File: src/rtl/logic_sweep_pkg.sv
// Shared definitions for the LogicCircuit sweep sequencer: state encoding,
// table geometry and the table slice helper.
package logic_sweep_pkg;

    localparam logic [1:0] ST_IDLE   = 2'd0;
    localparam logic [1:0] ST_SETTLE = 2'd1;
    localparam logic [1:0] ST_SAMPLE = 2'd2;
    localparam logic [1:0] ST_DONE   = 2'd3;

    typedef enum logic [1:0] {
        IDLE   = ST_IDLE,
        SETTLE = ST_SETTLE,
        SAMPLE = ST_SAMPLE,
        DONE   = ST_DONE
    } state_t;

    localparam int unsigned NUM_VEC = 16;
    localparam int unsigned IDX_W   = 4;
    localparam int unsigned CNT_W   = 5;
    localparam int unsigned OUT_W   = 2;
    localparam int unsigned TBL_W   = NUM_VEC * OUT_W;
    localparam int unsigned OFF_W   = $clog2(TBL_W);

    // Bit offset of the {F1,F2} pair belonging to vector idx.
    function automatic logic [OFF_W-1:0] slice_off(input logic [IDX_W-1:0] idx);
        return {idx, 1'b0};
    endfunction

endpackage

File: src/rtl/logic_sweep_ctrl_if.sv
// Control, status and datapath connections of the sweep sequencer.
// master = caller/datapath side, slave = the sequencer.
interface logic_sweep_ctrl_if;
    import logic_sweep_pkg::*;

    logic              start;
    logic              abort;
    logic [TBL_W-1:0]  exp_table;
    logic [OUT_W-1:0]  f_in;
    logic [IDX_W-1:0]  vec_out;
    logic              busy;
    logic              done;
    logic              pass;
    logic [TBL_W-1:0]  result_table;
    logic [CNT_W-1:0]  mismatch_cnt;
    logic              fail_valid;
    logic [IDX_W-1:0]  first_fail_idx;

    modport master (
        output start, abort, exp_table, f_in,
        input  vec_out, busy, done, pass, result_table, mismatch_cnt,
               fail_valid, first_fail_idx
    );

    modport slave (
        input  start, abort, exp_table, f_in,
        output vec_out, busy, done, pass, result_table, mismatch_cnt,
               fail_valid, first_fail_idx
    );

endinterface

File: src/rtl/logic_sweep_settle_timer.sv
// Loadable down-counter that measures the settle window of one vector.
// expired is high once SETTLE_CYCLES-1 decrements have elapsed after load.
module logic_sweep_settle_timer #(
    parameter int unsigned SETTLE_CYCLES = 2
) (
    input  logic clk,
    input  logic rst_n,
    input  logic load,
    input  logic en,
    output logic expired
);
    localparam int unsigned CW = (SETTLE_CYCLES > 1) ? $clog2(SETTLE_CYCLES) : 1;
    localparam logic [CW-1:0] LOAD_VAL = CW'((SETTLE_CYCLES > 0) ? SETTLE_CYCLES - 1 : 0);

    logic [CW-1:0] cnt_q;

    always_ff @(posedge clk or negedge rst_n) begin
        if (!rst_n) begin
            cnt_q <= '0;
        end else if (load) begin
            cnt_q <= LOAD_VAL;
        end else if (en && (cnt_q != '0)) begin
            cnt_q <= cnt_q - CW'(1);
        end
    end

    assign expired = (cnt_q == '0);

endmodule

File: src/rtl/logic_sweep_ctrl.sv
// Sweeps the 4-input LogicCircuit through all 16 vectors, captures {F1,F2}
// after a settle window and scores the captures against a latched table.
module logic_sweep_ctrl
    import logic_sweep_pkg::*;
#(
    parameter int unsigned SETTLE_CYCLES = 2
) (
    input  logic               clk,
    input  logic               rst_n,
    logic_sweep_ctrl_if.slave  bus
);
    // With no settle window every vector goes straight to its sample cycle.
    localparam state_t ENTRY_ST = (SETTLE_CYCLES == 0) ? SAMPLE : SETTLE;

    state_t            state_q, state_d;
    logic [IDX_W-1:0]  idx_q, vec_q, first_q;
    logic [TBL_W-1:0]  exp_q, result_q;
    logic [CNT_W-1:0]  mism_q;
    logic              fail_q, pass_q;

    logic accept, do_sample, abort_hit, timer_load, timer_en, timer_expired, last_vec;

    assign last_vec = (idx_q == IDX_W'(NUM_VEC - 1));
    assign timer_en = (state_q == SETTLE);

    generate
        if (SETTLE_CYCLES == 0) begin : g_no_timer
            logic unused_timer;
            assign unused_timer  = timer_load ^ timer_en;
            assign timer_expired = 1'b1;
        end else begin : g_timer
            logic_sweep_settle_timer #(.SETTLE_CYCLES(SETTLE_CYCLES)) u_timer (
                .clk     (clk),
                .rst_n   (rst_n),
                .load    (timer_load),
                .en      (timer_en),
                .expired (timer_expired)
            );
        end
    endgenerate

    always_ff @(posedge clk or negedge rst_n) begin
        if (!rst_n) state_q <= IDLE;
        else        state_q <= state_d;
    end

    always_comb begin
        state_d    = state_q;
        accept     = 1'b0;
        do_sample  = 1'b0;
        abort_hit  = 1'b0;
        timer_load = 1'b0;
        case (state_q)
            IDLE: begin
                if (bus.start && !bus.abort) begin
                    accept     = 1'b1;
                    timer_load = 1'b1;
                    state_d    = ENTRY_ST;
                end
            end
            SETTLE: begin
                if (bus.abort) begin
                    abort_hit = 1'b1;
                    state_d   = IDLE;
                end else if (timer_expired) begin
                    state_d = SAMPLE;
                end
            end
            SAMPLE: begin
                if (bus.abort) begin
                    abort_hit = 1'b1;
                    state_d   = IDLE;
                end else begin
                    do_sample = 1'b1;
                    if (last_vec) begin
                        state_d = DONE;
                    end else begin
                        timer_load = 1'b1;
                        state_d    = ENTRY_ST;
                    end
                end
            end
            DONE:    state_d = IDLE;
            default: state_d = IDLE;
        endcase
    end

    always_ff @(posedge clk or negedge rst_n) begin
        if (!rst_n) begin
            idx_q    <= '0;
            vec_q    <= '0;
            first_q  <= '0;
            exp_q    <= '0;
            result_q <= '0;
            mism_q   <= '0;
            fail_q   <= 1'b0;
            pass_q   <= 1'b0;
        end else if (accept) begin
            idx_q    <= '0;
            vec_q    <= '0;
            first_q  <= '0;
            exp_q    <= bus.exp_table;
            result_q <= '0;
            mism_q   <= '0;
            fail_q   <= 1'b0;
            pass_q   <= 1'b0;
        end else if (do_sample) begin
            result_q[slice_off(idx_q) +: OUT_W] <= bus.f_in;
            if (bus.f_in != exp_q[slice_off(idx_q) +: OUT_W]) begin
                mism_q <= mism_q + CNT_W'(1);
                if (!fail_q) begin
                    first_q <= idx_q;
                    fail_q  <= 1'b1;
                end
            end
            if (!last_vec) begin
                idx_q <= idx_q + IDX_W'(1);
                vec_q <= idx_q + IDX_W'(1);
            end
        end else if (state_q == DONE) begin
            pass_q <= (mism_q == '0);
            vec_q  <= '0;
        end else if (abort_hit) begin
            vec_q <= '0;
        end
    end

    assign bus.vec_out        = vec_q;
    assign bus.busy           = (state_q == SETTLE) || (state_q == SAMPLE);
    assign bus.done           = (state_q == DONE);
    assign bus.pass           = pass_q;
    assign bus.result_table   = result_q;
    assign bus.mismatch_cnt   = mism_q;
    assign bus.fail_valid     = fail_q;
    assign bus.first_fail_idx = first_q;

endmodule
File: src/flat_wrapper.sv
// flat-port wrapper written by rule: the top's interface ports become plain ports
module logic_sweep_ctrl_flat import logic_sweep_pkg::*;
#(
    parameter int unsigned SETTLE_CYCLES = 2
)
  (clk, rst_n, bus_start, bus_abort, bus_exp_table, bus_f_in, bus_vec_out, bus_busy, bus_done, bus_pass, bus_result_table, bus_mismatch_cnt, bus_fail_valid, bus_first_fail_idx);
  logic_sweep_ctrl_if bus_i ();
  input  logic clk;
  input  logic rst_n;
  input wire logic [$bits(bus_i.start)-1:0] bus_start;
  input wire logic [$bits(bus_i.abort)-1:0] bus_abort;
  input wire logic [$bits(bus_i.exp_table)-1:0] bus_exp_table;
  input wire logic [$bits(bus_i.f_in)-1:0] bus_f_in;
  output wire logic [$bits(bus_i.vec_out)-1:0] bus_vec_out;
  output wire logic [$bits(bus_i.busy)-1:0] bus_busy;
  output wire logic [$bits(bus_i.done)-1:0] bus_done;
  output wire logic [$bits(bus_i.pass)-1:0] bus_pass;
  output wire logic [$bits(bus_i.result_table)-1:0] bus_result_table;
  output wire logic [$bits(bus_i.mismatch_cnt)-1:0] bus_mismatch_cnt;
  output wire logic [$bits(bus_i.fail_valid)-1:0] bus_fail_valid;
  output wire logic [$bits(bus_i.first_fail_idx)-1:0] bus_first_fail_idx;
  assign bus_i.start = bus_start;
  assign bus_i.abort = bus_abort;
  assign bus_i.exp_table = bus_exp_table;
  assign bus_i.f_in = bus_f_in;
  assign bus_vec_out = bus_i.vec_out;
  assign bus_busy = bus_i.busy;
  assign bus_done = bus_i.done;
  assign bus_pass = bus_i.pass;
  assign bus_result_table = bus_i.result_table;
  assign bus_mismatch_cnt = bus_i.mismatch_cnt;
  assign bus_fail_valid = bus_i.fail_valid;
  assign bus_first_fail_idx = bus_i.first_fail_idx;
  logic_sweep_ctrl #(.SETTLE_CYCLES(SETTLE_CYCLES)) u_core (.clk(clk), .rst_n(rst_n), .bus(bus_i));
endmodule
File: config.mk
export PLATFORM = sky130hd
export DESIGN_NAME = logic_sweep_ctrl_flat
export DESIGN_NICKNAME = d
export VERILOG_FILES = /design/src/rtl/logic_sweep_pkg.sv /design/src/rtl/logic_sweep_ctrl_if.sv /design/src/rtl/logic_sweep_settle_timer.sv /design/src/rtl/logic_sweep_ctrl.sv /design/src/flat_wrapper.sv
export SDC_FILE = /design/constraint.sdc
export NUM_CORES = 1
export LEC_CHECK = 0
export BUFFER_PORTS_ARGS = -buffer_cell sky130_fd_sc_hd__buf_4
export CORE_ASPECT_RATIO = 2
export CORE_UTILIZATION = 55
export DETAILED_ROUTE_END_ITERATION = 7
export PLACE_DENSITY = 0.82
export SLEW_MARGIN = 20
export SYNTH_ARGS = -nofsm -noshare
export SYNTH_HDL_FRONTEND = slang
export SYNTH_SLANG_ARGS = --single-unit
File: constraint.sdc
create_clock -name clk -period 2.45 [get_ports clk]
set_input_delay 0.49 -clock clk [delete_from_list [all_inputs] [get_ports clk]]
set_output_delay 0.49 -clock clk [all_outputs]
set_load 0.02 [all_outputs]
* After elaboration in Yosys (flattened, before gate mapping) *
Index checks and enable logic that the tools add are counted.

word-level totals
  bits in registers = 86
  bits of input ports = 38

operators by class
  add/sub/neg operators = 4
  equality and inequality tests = 11
  shift-type cells = 3
  muxes and demuxes = 40
  reductions and logical operators = 18

operators by type and width
  cell                                                                     count
  32-bit 2-to-1 mux                                                        2
  4-bit 2-to-1 mux                                                         11
  32-bit bitwise mux                                                       1
  2-bit by 7-bit variable shift with 32-bit output (first input constant)  1
  2-bit by 7-bit variable part select with 32-bit output                   1
  32-bit by 6-bit variable part select with 2-bit output                   1
  1-bit 2-to-1 mux                                                         16
  5-bit 2-to-1 mux                                                         3
  2-bit 2-to-1 mux                                                         5
  2-bit AND reduction                                                      5
  2-bit case mux with 4 select lines                                       1
  2-bit nonzero test                                                       4
  5-bit negation with 7-bit output                                         1
  2-bit by 1-bit != test with 1-bit output (second input constant)         3
  5-bit by 1-bit adder with 5-bit output (second input constant)           1
  5-bit logical NOT                                                        1
  4-bit by 1-bit adder with 4-bit output (second input constant)           1
  2-bit equality test (second input constant)                              2
  4-bit equality test (second input constant)                              1
  4-bit nonzero test                                                       1
  3-bit by 2-bit != test with 1-bit output (second input constant)         1
  3-bit != test (second input constant)                                    1
  3-bit AND reduction                                                      1
  2-bit by 1-bit equality test with 1-bit output (second input constant)   1
  9 further kinds                                                          10

* Longest topological paths before layout *
  word-level depth = 7
  gate-level depth with buffers = 10
  gate-level depth less buffers = 8

* Hierarchy *
Synthesis repeated with hierarchy kept, for this count alone.

second synthesis, totals
  cells, all modules = 448
  area total of the unflattened synthesis = 4274.1 sq um

by module, submodules not included
  module                    instances  cells an instance  area an instance (sq um)  seq. area each (sq um)
  logic_sweep_ctrl          1          445                4234.1                    2127.0
  logic_sweep_settle_timer  1          3                  40.0                      25.0

* Worst setup path before layout *
No wires, ideal clock.

  path kind = reg2reg
  from = register u_core.idx_q[1]
  to = register u_core.result_q[14], in the netlist u_core.bus.result_table[14]
  library setup time = 0.132 ns
  arrival = 2.117 ns
  required time = 2.318 ns
  slack = 0.201 ns
  stages on the path, launching flop included = 11
  clock period less this slack = 2.249 ns
  cells stage by stage = dfrtp_1 > clkbuf_1 > inv_1 > ha_1 > clkbuf_1 > nand2_1 > mux2_2 > nor2_1 > and3_1 > mux2i_1 > nor2_1

on the way
  word-level cells in the longest chain between the ends = 5
  elaborated cells on any way between the ends = 6
  those cells by class = 1 x add/sub; 2 x shift; 3 x mux

RTL lines
  element                                                                                                                     RTL line                 source
  from (decl)                                                                                                                 logic_sweep_ctrl.sv:16   logic [IDX_W-1:0] idx_q, vec_q, first_q;
  from (signal assigned)                                                                                                      logic_sweep_ctrl.sv:117  idx_q <= idx_q + IDX_W'(1);
  5-bit negation with 7-bit output *                                                                                          logic_sweep_ctrl.sv:108  result_q[slice_off(idx_q) +: OUT_W] <= bus.f_in;
  2-bit by 7-bit variable part select with 32-bit output or 2-bit by 7-bit variable shift with 32-bit output (tied branches)  logic_sweep_ctrl.sv:108
  32-bit bitwise mux *                                                                                                        logic_sweep_ctrl.sv:108
  32-bit 2-to-1 mux *                                                                                                         logic_sweep_ctrl.sv:107  end else if (do_sample) begin
  32-bit 2-to-1 mux *                                                                                                         logic_sweep_ctrl.sv:98   end else if (accept) begin
  to (signal, indexed assignment)                                                                                             logic_sweep_ctrl.sv:108
  to (decl)                                                                                                                   logic_sweep_ctrl.sv:17   logic [TBL_W-1:0] exp_q, result_q;

Mark *: on every way between the ends. The rest lies on a longest branch, timed or not. The select of a mux whose other input is x is not followed.
A chain may end at the register's enable or synchronous reset.

* Final worst setup path *
  from = register u_core.idx_q[2]
  to = register u_core.first_q[2], in the netlist u_core.bus.first_fail_idx[2]

on the way
  word-level cells in the longest chain between the ends = 4
  elaborated cells on any way between the ends = 8
  those cells by class = 1 x eq/ne; 1 x shift; 4 x mux; 2 x reduce/logical

RTL lines
  element                                                                                     RTL line                                          source
  32-bit by 6-bit variable part select with 2-bit output or 4-bit 2-to-1 mux (tied branches)  logic_sweep_ctrl.sv:109, logic_sweep_ctrl.sv:111
  2-bit != test or 4-bit 2-to-1 mux (tied branches)                                           logic_sweep_ctrl.sv:109                           if (bus.f_in != exp_q[slice_off(idx_q) +: OUT_W]) begin
  2-bit nonzero test (no line) or 4-bit 2-to-1 mux (tied branches)                            -
  3-bit AND reduction (no line) or 4-bit 2-to-1 mux (tied branches)                           -
  to (signal assigned)                                                                        logic_sweep_ctrl.sv:112                           first_q <= idx_q;
  to (decl)                                                                                   logic_sweep_ctrl.sv:16

Parallel ways exist; a longest one is shown, timed or not. The select of a mux whose other input is x is not followed.

==> results_dict.tcl <==
set metrics [dict create \
    status "finished clean" \
    ios 87 \
    period_share_pct 95.6 \
    final_common_cell "nand2_1" \
    syn_nets 515 \
    area_growth_pct 27.3 \
    slew_viol_final 0 \
    core_region_area_mm2 0.00760 \
    reg2reg_depth 7 \
    crit_chain "buf_8, mux2i_1, mux4_2, mux2i_2, xnor2_2, a211oi_4, mux2i_1" \
    power.density_mw_per_mm2 928 \
    cts_tree "yes" \
    synthArstFlopShare_pct 100 \
    cp_slowest_stage_delay_ps 500 \
    finalSetupViolCount 0 \
    tightest_slew_ps 520 \
    ant_nets 0 \
    place_inst 641 \
    place.gp.congestion 0.867 \
    postCtsHoldBufs 0 \
    fin_worst_skew_ps 8.37 \
    cp.required_ps 2710 \
    drc_errors 0 \
    criticalPathCategory "reg -> reg" \
    grt_max_degree 44 \
    worstPathArrival_ps 2600 \
    insertion_delay_ps 340 \
    grt_pass1_wl_um 17400 \
    fillers 576 \
    drt-total-wl_um 10700 \
    crit_buf_inv 1 \
    ys_seq_area_share_pct 49.8 \
    hold_path.class "in -> async" \
    avgRoutedWirePerCell_um 16.3 \
    min_period_ps 2340 \
    hold_viol_final 0 \
    crit_top_cell "mux2i_1" \
    fmax_ghz 0.427 \
    netlist_instances 466 \
    synth.avg_cell_area_um2 9.28 \
    slowest_stage "mux4_2" \
    post-cts-setup-buffer-count 0 \
    cts_root_buffer "clkbuf_16" \
    nNetsFinal 607 \
    worstPathMaxFanout 19 \
    final_cell_count_no_fill 657 \
    vias 3730 \
    htree_levels 3 \
    rows 45 \
    netlist-cell-type-count 44 \
    slew-limit-headroom_pct 65.1 \
    vias_per_cell 5.68 \
    fin_ws_ps 109 \
    clk_pin_slew_ps 60 \
    cts_buffers 9 \
    setup_tns_ps 0 \
    synth_ff_type "dfrtp_1" \
    final_cell_mix "150 x nand2_1, 105 x buf_4, 85 x dfrtp_1" \
    grt_overflow_total 0 \
    peakVddDrop_mv 0.592 \
    clkSinkCount 86 \
    dp_hpwl_um 7920 \
    p_leak_nw 2.72 \
    syn_area_mm2 0.00432 \
    grtUsageTotal_pct 27.9 \
    path_depth 7 \
    antenna_found_initial 0 \
    final_util_pct 72.4 \
    drive_gt1_share_pct 24.9 \
    clockBufferDepth 2 \
    fp.dieArea_mm2 0.00824 \
    first_pass_iters 5 \
    ys_seq_elements 86 \
    drv_cap 0 \
    synth_warnings 0 \
    critPathTopFamily "multiplexers" \
    critPathCaptureType "flop" \
    place_ws_ps 44.1 \
    initial_core_util_pct 56.9 \
    die_x_um 64.7 \
    start_kind "flop" \
    synth-edff-count 0 \
    fp.dieH_um 127 \
    diodes 0 \
    grt_pass1_vias 3749 \
    drtIter0Drc 280 \
    numPortBuffers 86 \
    r2r_slack_ps 110 \
]
sequential cells by signal (all words and copies together) (netlist names):
name and count:
u_core.bus.first_fail_idx 4, u_core.bus.pass 1, u_core.bus.vec_out 4, u_core.bus.result_table 32, u_core.idx_q 4, u_core.g_timer.u_timer.cnt_q 1, u_core.exp_q 32, u_core.bus.mismatch_cnt 5
u_core.state_q 2, u_core.bus.fail_valid 1
synthesized netlist by cell type, drive strengths merged (2+ instances only):
cell    count  share of area [%]
nor2       23                2.0
nor3        4               0.46
nor2b       8                1.2
mux4        5                2.6
a21o        2               0.35
and3        5               0.72
nand3      21                2.7
nand2     150                 13
o21a        3               0.52
ha         11                3.2
buf         6               0.78
and2        2               0.29
xor2        4               0.81
o31ai       2               0.35
dfrtp      86                 50
nand4       5               0.72
a21oi      23                2.7
o21ai      13                1.5
clkbuf     20                1.7
mux2i      26                6.0
a22o       10                2.0
xnor2       4               0.81
nand2b      6               0.87
a31oi       2               0.29
nor4        2               0.29
inv         8               0.69
mux2        2               0.52
worst register-to-register path, stage by stage, from the launching register on:
cell and delay, ps:
dfrtp_2 440, buf_8 170, mux2i_1 140, mux4_2 500, mux2i_2 220, xnor2_2 150
a211oi_4 390, mux2i_1 240
kinds of logic (layout without fill, tap and decap cells):
kind of cell             after synthesis  after routing  share of synthesized area, %
AO/OA/AOI/OAI                         63             63                          9.90
XOR/XNOR                               8              8                          1.62
adder cells (fa/ha/maj)               11             11                          3.18
buffers and inverters                 34            131                          3.21
flip-flops                            86             86                          49.8
multiplexers                          33             33                          9.14
AND/OR/NAND/NOR                      231            231                          23.2
report_power, final:
group,switching (mW),total (mW),internal [mW],leakage [nW]
clock network,0.547,1.47,0.923,0.156
logic,1.00,1.67,0.669,1.42
registers,0.228,1.97,1.74,1.15
total,1.78,5.10,3.33,2.72
final timing paths:
kind	from	endpoint
max in group asynchronous	rst_n	u_core.idx_q[2]
min in group clk	bus_exp_table[6]	u_core.exp_q[6]
max reg2reg	u_core.idx_q[2]	u_core.bus.first_fail_idx[2]
min	rst_n	u_core.state_q[0]
max	u_core.idx_q[2]	u_core.bus.first_fail_idx[2]
min reg2reg	u_core.exp_q[4]	u_core.exp_q[4]
through the flow:
stage                     hold slack (ps)  power [mW]  cell area (µm²)
final                                61.2        5.10             5500
after global routing                 82.3        5.38             5500
after CTS                            63.6        5.09             5480
after detailed placement              425        3.60             5160
after global placement                423        3.53             5160
after floorplan                       194        3.01             4320
final cells by class:
cell class                      instances  area (µm²)  area share, %
Clock inverter                          5        81.3           1.48
Sequential cell                        86        2150           39.1
Clock buffer                           11         243           4.41
Multi-Input combinational cell        346        2050           37.3
Tap cell                               94         118           2.14
Timing Repair Buffer                  107         823           15.0
Inverter                                8        30.0          0.546
per-layer routing:
layer / routed length (µm) / vias up / track usage (%) / part of all wire [%]
met2: 5920 / 151 / 49.0 / 55
met3: 473 / 35 / 5.54 / 4.4
met5: 0 / - / 0 / 0
li1: - / 1751 / - / -
met4: 472 / 0 / 16.6 / 4.4
met1: 3850 / 1793 / 30.0 / 36
repair_timing:
item / 4_1_cts / 5_1_grt
hold endpoints to repair: 0 / 0
endpoints found under the setup margin: 0 / 8
resized for setup: 0 / 6
Note: power is estimated with default switching activity, not from simulation.
